`src/rtl/funnel_stim_gen.sv`:
```
// funnel_stim_gen
//   Pseudo-random single-channel toggle generator for the NOR funnel inputs.
//   A run issues num_events toggles; each toggle lands gap+1 cycles after the
//   previous one (or after the start edge), where gap = min_gap + (lfsr[7:0] & gap_mask)
//   and the toggled channel is lfsr[15:12]. The LFSR steps on start and on each fire.
// Ports
//   clk_i, rst_n_i            clock, synchronous active-low reset
//   start_i, seed_load_i      run request / seed load, honoured in IDLE only
//   seed_i                    seed value (zero is replaced by SEED)
//   min_gap_i, gap_mask_i     spacing terms, latched at start
//   num_events_i              toggles per run, latched at start
//   busy_o, done_o            run in progress / one-cycle end-of-run pulse
//   stim_out_o                funnel inputs
//   event_valid_o, event_ch_o strobe and channel of the toggle issued this cycle
//   event_cnt_o               toggles issued in the current run
module funnel_stim_gen #(
    parameter int          N_CH   = 16,
    parameter int          LFSR_W = 16,
    parameter logic [15:0] SEED   = 16'hACE1
) (
    input  logic              clk_i,
    input  logic              rst_n_i,
    input  logic              start_i,
    input  logic              seed_load_i,
    input  logic [15:0]       seed_i,
    input  logic [7:0]        min_gap_i,
    input  logic [7:0]        gap_mask_i,
    input  logic [15:0]       num_events_i,
    output logic              busy_o,
    output logic              done_o,
    output logic [N_CH-1:0]   stim_out_o,
    output logic              event_valid_o,
    output logic [3:0]        event_ch_o,
    output logic [15:0]       event_cnt_o
);

    localparam logic [1:0] S_IDLE = 2'd0;
    localparam logic [1:0] S_WAIT = 2'd1;
    localparam logic [1:0] S_DONE = 2'd2;

    localparam logic [LFSR_W-1:0] POLY    = 16'hB400;
    localparam logic [3:0]        CH_MASK = 4'(N_CH - 1);

    logic [1:0]        state_q, state_d;
    logic [LFSR_W-1:0] lfsr_q, lfsr_d, lfsr_nxt;
    logic [8:0]        cnt_q, cnt_d;
    logic [7:0]        mg_q, mg_d, gm_q, gm_d;
    logic [15:0]       num_q, num_d;
    logic              busy_q, busy_d, done_q, done_d, ev_q, ev_d;
    logic [N_CH-1:0]   stim_q, stim_d;
    logic [3:0]        ch_q, ch_d, ch_cur;
    logic [15:0]       ecnt_q, ecnt_d, ecnt_inc;
    logic [8:0]        gap_start, gap_run;

    assign lfsr_nxt  = (lfsr_q >> 1) ^ (lfsr_q[0] ? POLY : '0);
    assign ch_cur    = lfsr_q[15:12] & CH_MASK;
    assign ecnt_inc  = ecnt_q + 16'd1;
    // Start uses the live inputs; later fires use the values latched at start.
    assign gap_start = {1'b0, min_gap_i} + {1'b0, lfsr_q[7:0] & gap_mask_i};
    assign gap_run   = {1'b0, mg_q} + {1'b0, lfsr_q[7:0] & gm_q};

    always_comb begin
        state_d = state_q;
        lfsr_d  = lfsr_q;
        cnt_d   = cnt_q;
        mg_d    = mg_q;
        gm_d    = gm_q;
        num_d   = num_q;
        busy_d  = busy_q;
        done_d  = 1'b0;
        ev_d    = 1'b0;
        stim_d  = stim_q;
        ch_d    = ch_q;
        ecnt_d  = ecnt_q;
        case (state_q)
            S_IDLE: begin
                if (seed_load_i) begin
                    lfsr_d = (seed_i == '0) ? SEED : seed_i;
                end else if (start_i) begin
                    if (num_events_i == '0) begin
                        done_d = 1'b1;
                    end else begin
                        mg_d    = min_gap_i;
                        gm_d    = gap_mask_i;
                        num_d   = num_events_i;
                        stim_d  = '0;
                        ecnt_d  = '0;
                        cnt_d   = gap_start;
                        lfsr_d  = lfsr_nxt;
                        busy_d  = 1'b1;
                        state_d = S_WAIT;
                    end
                end
            end
            S_WAIT: begin
                if (cnt_q != '0) begin
                    cnt_d = cnt_q - 9'd1;
                end else begin
                    stim_d = stim_q ^ ({{(N_CH-1){1'b0}}, 1'b1} << ch_cur);
                    ev_d   = 1'b1;
                    ch_d   = ch_cur;
                    ecnt_d = ecnt_inc;
                    lfsr_d = lfsr_nxt;
                    cnt_d  = gap_run;
                    if (ecnt_inc == num_q) state_d = S_DONE;
                end
            end
            S_DONE: begin
                busy_d  = 1'b0;
                done_d  = 1'b1;
                state_d = S_IDLE;
            end
            default: state_d = S_IDLE;
        endcase
    end

    always_ff @(posedge clk_i) begin
        if (!rst_n_i) begin
            state_q <= S_IDLE;
            lfsr_q  <= SEED;
            cnt_q   <= '0;
            mg_q    <= '0;
            gm_q    <= '0;
            num_q   <= '0;
            busy_q  <= 1'b0;
            done_q  <= 1'b0;
            ev_q    <= 1'b0;
            stim_q  <= '0;
            ch_q    <= '0;
            ecnt_q  <= '0;
        end else begin
            state_q <= state_d;
            lfsr_q  <= lfsr_d;
            cnt_q   <= cnt_d;
            mg_q    <= mg_d;
            gm_q    <= gm_d;
            num_q   <= num_d;
            busy_q  <= busy_d;
            done_q  <= done_d;
            ev_q    <= ev_d;
            stim_q  <= stim_d;
            ch_q    <= ch_d;
            ecnt_q  <= ecnt_d;
        end
    end

    assign busy_o        = busy_q;
    assign done_o        = done_q;
    assign stim_out_o    = stim_q;
    assign event_valid_o = ev_q;
    assign event_ch_o    = ch_q;
    assign event_cnt_o   = ecnt_q;

endmodule

```
`config.mk`:
```
export PLATFORM = sky130hd
export DESIGN_NAME = funnel_stim_gen
export DESIGN_NICKNAME = d
export VERILOG_FILES = /design/src/rtl/funnel_stim_gen.sv
export SDC_FILE = /design/constraint.sdc
export NUM_CORES = 1
export LEC_CHECK = 0
export CORE_MARGIN = 2
export CORE_UTILIZATION = 32
export CTS_BUF_LIST = sky130_fd_sc_hd__clkbuf_2
export CTS_CLUSTER_DIAMETER = 30
export DETAILED_ROUTE_END_ITERATION = 12
export GPL_TIMING_DRIVEN = 0
export PLACE_DENSITY = 0.63
export SETUP_SLACK_MARGIN = 0.02
export SLEW_MARGIN = 20
export SYNTH_ARGS = -nofsm -noshare
export SYNTH_HDL_FRONTEND = slang
export SYNTH_SLANG_ARGS = --single-unit
```
`constraint.sdc`:
```
create_clock -name clk_i -period 2.4 [get_ports clk_i]
set_input_delay 0.36 -clock clk_i [delete_from_list [all_inputs] [get_ports clk_i]]
set_output_delay 0.36 -clock clk_i [all_outputs]
set_load 0.01 [all_outputs]
```
==> summary.md <==
| Metric | Value |
|---|---|
| Chip Width | `135 um` |
| Antenna Nets Post-Route | `0` |
| Worst r2r src | `cnt_q[2]$_SDFFE_PN0P_` |
| Initial DRT Pass Iterations | `8` |
| HPWL after detailed placement | `12.8 mm` |
| Number of top-level pins | `91` |
| Startpoint type of the worst setup path | `register` |
| Syn Std Cell Area | `~5500 um^2` |
| Source-to-sink clock delay at the later pin of the worst-skew pair | `0.61 ns` |
| Required time worst endpoint | `2.98 ns` |
| TritonCTS clock tree | `built` |
| Routed wire per std cell | `16.7 um` |
| Worst Reg-to-Reg Cells | `6` |
| Cts hold-fix bufs | `0` |
| Starting Density | `32.9%` |
| Endpoint type of the worst setup path | `register` |
| H-tree level count | `3` |
| Async SR Flop Fraction | `0%` |
| Total count of max-transition violations in the final report | `0` |
| Main flop type after synthesis | `dfxtp_1` |
| Drt drc | `0` |
| Number of antenna violations at the first check in global routing | `1` |
| Clk sink count | `between 90 and 100` |
| Post-layout nets | `852` |
| Post-Route Utilization | `41.3%` |
| Highest attainable clock frequency | `424 MHz` |
| Vias in the first global route | `4959` |
| First-iteration detailed-routing DRC count | `512` |
| Final critical-path required period | `roughly 2.4 ns` |
| Total placed cells including tap cells | `between 900 and 1000` |
| Synth warnings | `0` |
| Number of synthesized flops with an enable pin | `0` |
| Pre-CTS WS | `-0.721 ns` |
| Root buf cell | `clkbuf_2` |
| Routability congestion estimate | `0.928` |
| WS Path Type | `reg2reg` |
| Worst Hold Launch | `rst_n_i` |
| Area added between synthesis and finish | `25.7%` |
| Total clock buffers created by CTS | `9` |
| Crit-path max FO | `6` |
| Syn_nets | `750` |
| Ratio of total power to cell area | `504 nW/um^2` |
| Total routed wirelength | `16.8 mm` |
| Leak pwr | `0.00246 uW` |
| Startpoint of the most critical setup path | `cnt_q[2]$_SDFFE_PN0P_` |
| Routed via count divided by cell count | `5.27` |
| Per-instance average area after synthesis | `8.09 um^2` |
| Proportion of layout cells with a drive suffix above 1 | `9.44%` |
| Worst slew margin relative to its limit | `a little over half` |
| Wire length of the first global-routing pass | `26.6 mm` |
| Peak ir drop on the vdd network | `0.266 mV` |
| Clock buffer depth | `2` |
| Number of rows in the core area | `between 40 and 50` |
| Fin Clk Skew | `around 0.018 ns` |
| Slew @ Worst Pin | `approximately 0.7 ns` |
| Via count of the routed design | `roughly 5300` |
| Synth cell types | `approximately 60` |
| Cells after synthesis | `678` |
| Hold depth | `3` |
| WHS Endpoint | `cnt_q[3]$_SDFFE_PN0P_` |
| Number of buffer cells added on primary ports | `89` |
| Setup-violating endpoint count in the final report | `0` |
| Largest net degree at the start of global routing | `16` |
| Std-Cell Core Area | `16700 um^2` |
| Leftover overflow at the end of global routing | `0` |
| Type of the tightest min-delay check | `in2reg` |
| Worst Slack Setup Final | `0.0433 ns` |
| Post-synthesis sequential area ratio | `between 30% and 40%` |
| Final hold violation count | `0` |
| Outcome | `finished, final reports clean` |
| Period Utilization, post-route | `98.2%` |
| Die boundary height | `135 um` |
| Setup repair after global routing missed its margin | `yes` |
| Number of maximum-capacitance constraint violations | `0` |
| Setup total negative slack | `0 ns` |
| Arr. time, crit path | `2.93 ns` |
| Seq cells post-synth | `98` |
| Reg2reg setup slack | `0.04 ns` |
| Global-route usage over all layers | `18.7%` |
| Clk pin slew, worst setup/hold paths | `0.26 ns` |
| Capturing point of the worst reg2reg path | `state_q[1]$_SDFFE_PN0P_` |
| Total Die Area | `roughly 18000 um^2` |
| Final standard cell count with taps included and fillers excluded | `1005` |
-- cells in the final DEF, fill, tap and decap left out, types with 4 or more instances in the layout --
| cell type | Yosys | final |
|---|---|---|
| nand2_1 | 114 | 114 |
| dfxtp_1 | 98 | 90 |
| clkdlybuf4s50_1 | 0 | 89 |
| a21oi_1 | 57 | 56 |
| nor2_1 | 54 | 54 |
| xnor2_1 | 34 | 33 |
| o21ai_0 | 32 | 31 |
| clkbuf_1 | 30 | 28 |
| nor3_1 | 25 | 24 |
| xor2_1 | 22 | 22 |
| nand3_1 | 18 | 18 |
| ha_1 | 18 | 16 |
| and2_1 | 15 | 15 |
| clkbuf_2 | 0 | 12 |
| inv_1 | 11 | 11 |
| a211oi_1 | 11 | 10 |
| nor4_2 | 4 | 9 |
| o221ai_1 | 9 | 9 |
| nor4_1 | 14 | 8 |
| a31oi_1 | 8 | 8 |
| o211ai_1 | 8 | 8 |
| nand2b_1 | 7 | 7 |
| buf_2 | 6 | 6 |
| nand4_1 | 6 | 6 |
| dfxtp_2 | 0 | 6 |
| nor2b_1 | 5 | 5 |
| o221a_2 | 5 | 5 |
| nor4b_1 | 5 | 5 |
| a211o_1 | 4 | 4 |
| a221oi_1 | 4 | 4 |
| or3_1 | 4 | 4 |
| a311oi_1 | 4 | 4 |
-- worst max-delay path, cell delays in order (launching register included) --
cell and delay (ns):
dfxtp_1 0.44, nor4_4 0.41, nand3_2 0.26, a2111oi_0 0.54, nand4_1 0.23, nor4_4 0.23, and4_1 0.23
-- metrics by stage --
step	power, uW	cell area (um^2)	hold slack, ns
after floorplan	2360	5490	0.432
after global placement	2660	6650	0.438
after detailed placement	2660	6650	0.444
after CTS	3480	6810	0.0706
after global routing	3670	6900	0.0691
final	3480	6900	0.117
-- where the power goes --
part | switching [uW] | internal (uW)
Sequential | 81.9 | 1720
Clock | 578 | 244
Combinational | 484 | 365
-- Yosys cell counts, types with 4 or more instances --
library cell	n	area (um^2)
o21ai_0	32	160
ha_1	18	225
o221ai_1	9	78.8
a311oi_1	4	35.0
a31oi_1	8	50.1
or3_1	4	25.0
a211oi_1	11	82.6
nand4_1	6	37.5
o221a_2	5	56.3
a221oi_1	4	35.0
buf_2	6	30.0
and2_1	15	93.8
a211o_1	4	35.0
clkbuf_1	30	113
nor3_1	25	125
nand3_1	18	90.1
a21oi_1	57	285
xnor2_1	34	298
nor2b_1	5	31.3
nor4b_1	5	43.8
dfxtp_1	98	1960
inv_1	11	41.3
nor2_1	54	203
nand2_1	114	428
nor4_1	14	87.6
nand2b_1	7	43.8
o211ai_1	8	60.1
xor2_1	22	193
nor4_2	4	50.1
-- flip-flops by register name, indices dropped and copies added, names as in the netlist --
register,count
num_q,16
gm_q,8
busy_o,1
mg_q,8
stim_out_o,16
event_valid_o,1
event_ch_o,4
state_q,2
lfsr_q,16
event_cnt_o,16
done_o,1
cnt_q,9
-- layer usage --
| metal | vias up | global-route usage (%) | part of all wire [%] | routed length (um) |
|---|---|---|---|---|
| met2 | 137 | 29.7 | 47 | 7820 |
| li1 | 2624 | - | - | - |
| met1 | 2522 | 26.0 | 47 | 7880 |
| met3 | 9 | 4.43 | 5.5 | 927 |
| met5 | - | 0 | 0 | 0 |
| met4 | 0 | 3.65 | 0.80 | 134 |
-- what timing repair did --
action,4_1_cts,5_1_grt
pin swaps,0,5
setup buffers,1,2
endpoints found under the setup margin,22,36
resized for setup,12,18
gates cloned,0,0
-- kinds of logic after synthesis --
family / count (synthesis) / share of synthesized area [%]
adder cells (fa/ha/maj): 20 / 4.83
buffers and inverters: 50 / 3.83
AO/OA/AOI/OAI: 163 / 19.7
flip-flops: 98 / 35.8
AND/OR/NAND/NOR: 290 / 26.7
XOR/XNOR: 57 / 9.23
-- area by class of cell --
| cell class | instances | area, um^2 |
|---|---|---|
| Antenna cell | 1 | 2.50 |
| Buffer | 37 | 163 |
| Clock buffer | 11 | 55.1 |
| Clock inverter | 4 | 53.8 |
| Fill cell | 1704 | 9800 |
| Inverter | 12 | 45.0 |
| Multi-Input combinational cell | 530 | 3410 |
| Sequential cell | 98 | 1980 |
| Tap cell | 220 | 275 |
| Timing Repair Buffer | 92 | 913 |
-- worst max path at each step --
stage                                       end  slack (ns)  cells after the start
CTS                 stim_out_o[11]$_SDFFE_PN0P_        0.02                      7
global placement           gm_q[2]$_SDFFE_PN0P_       -0.71                      7
finish                  state_q[1]$_SDFFE_PN0P_        0.04                      6
detailed placement         gm_q[3]$_SDFFE_PN0P_       -0.72                      7
global route              cnt_q[7]$_SDFFE_PN0P_       0.001                      9
floorplan                 cnt_q[8]$_SDFFE_PN0P_        0.12                     10
Note: power is estimated with default switching activity, not from simulation.
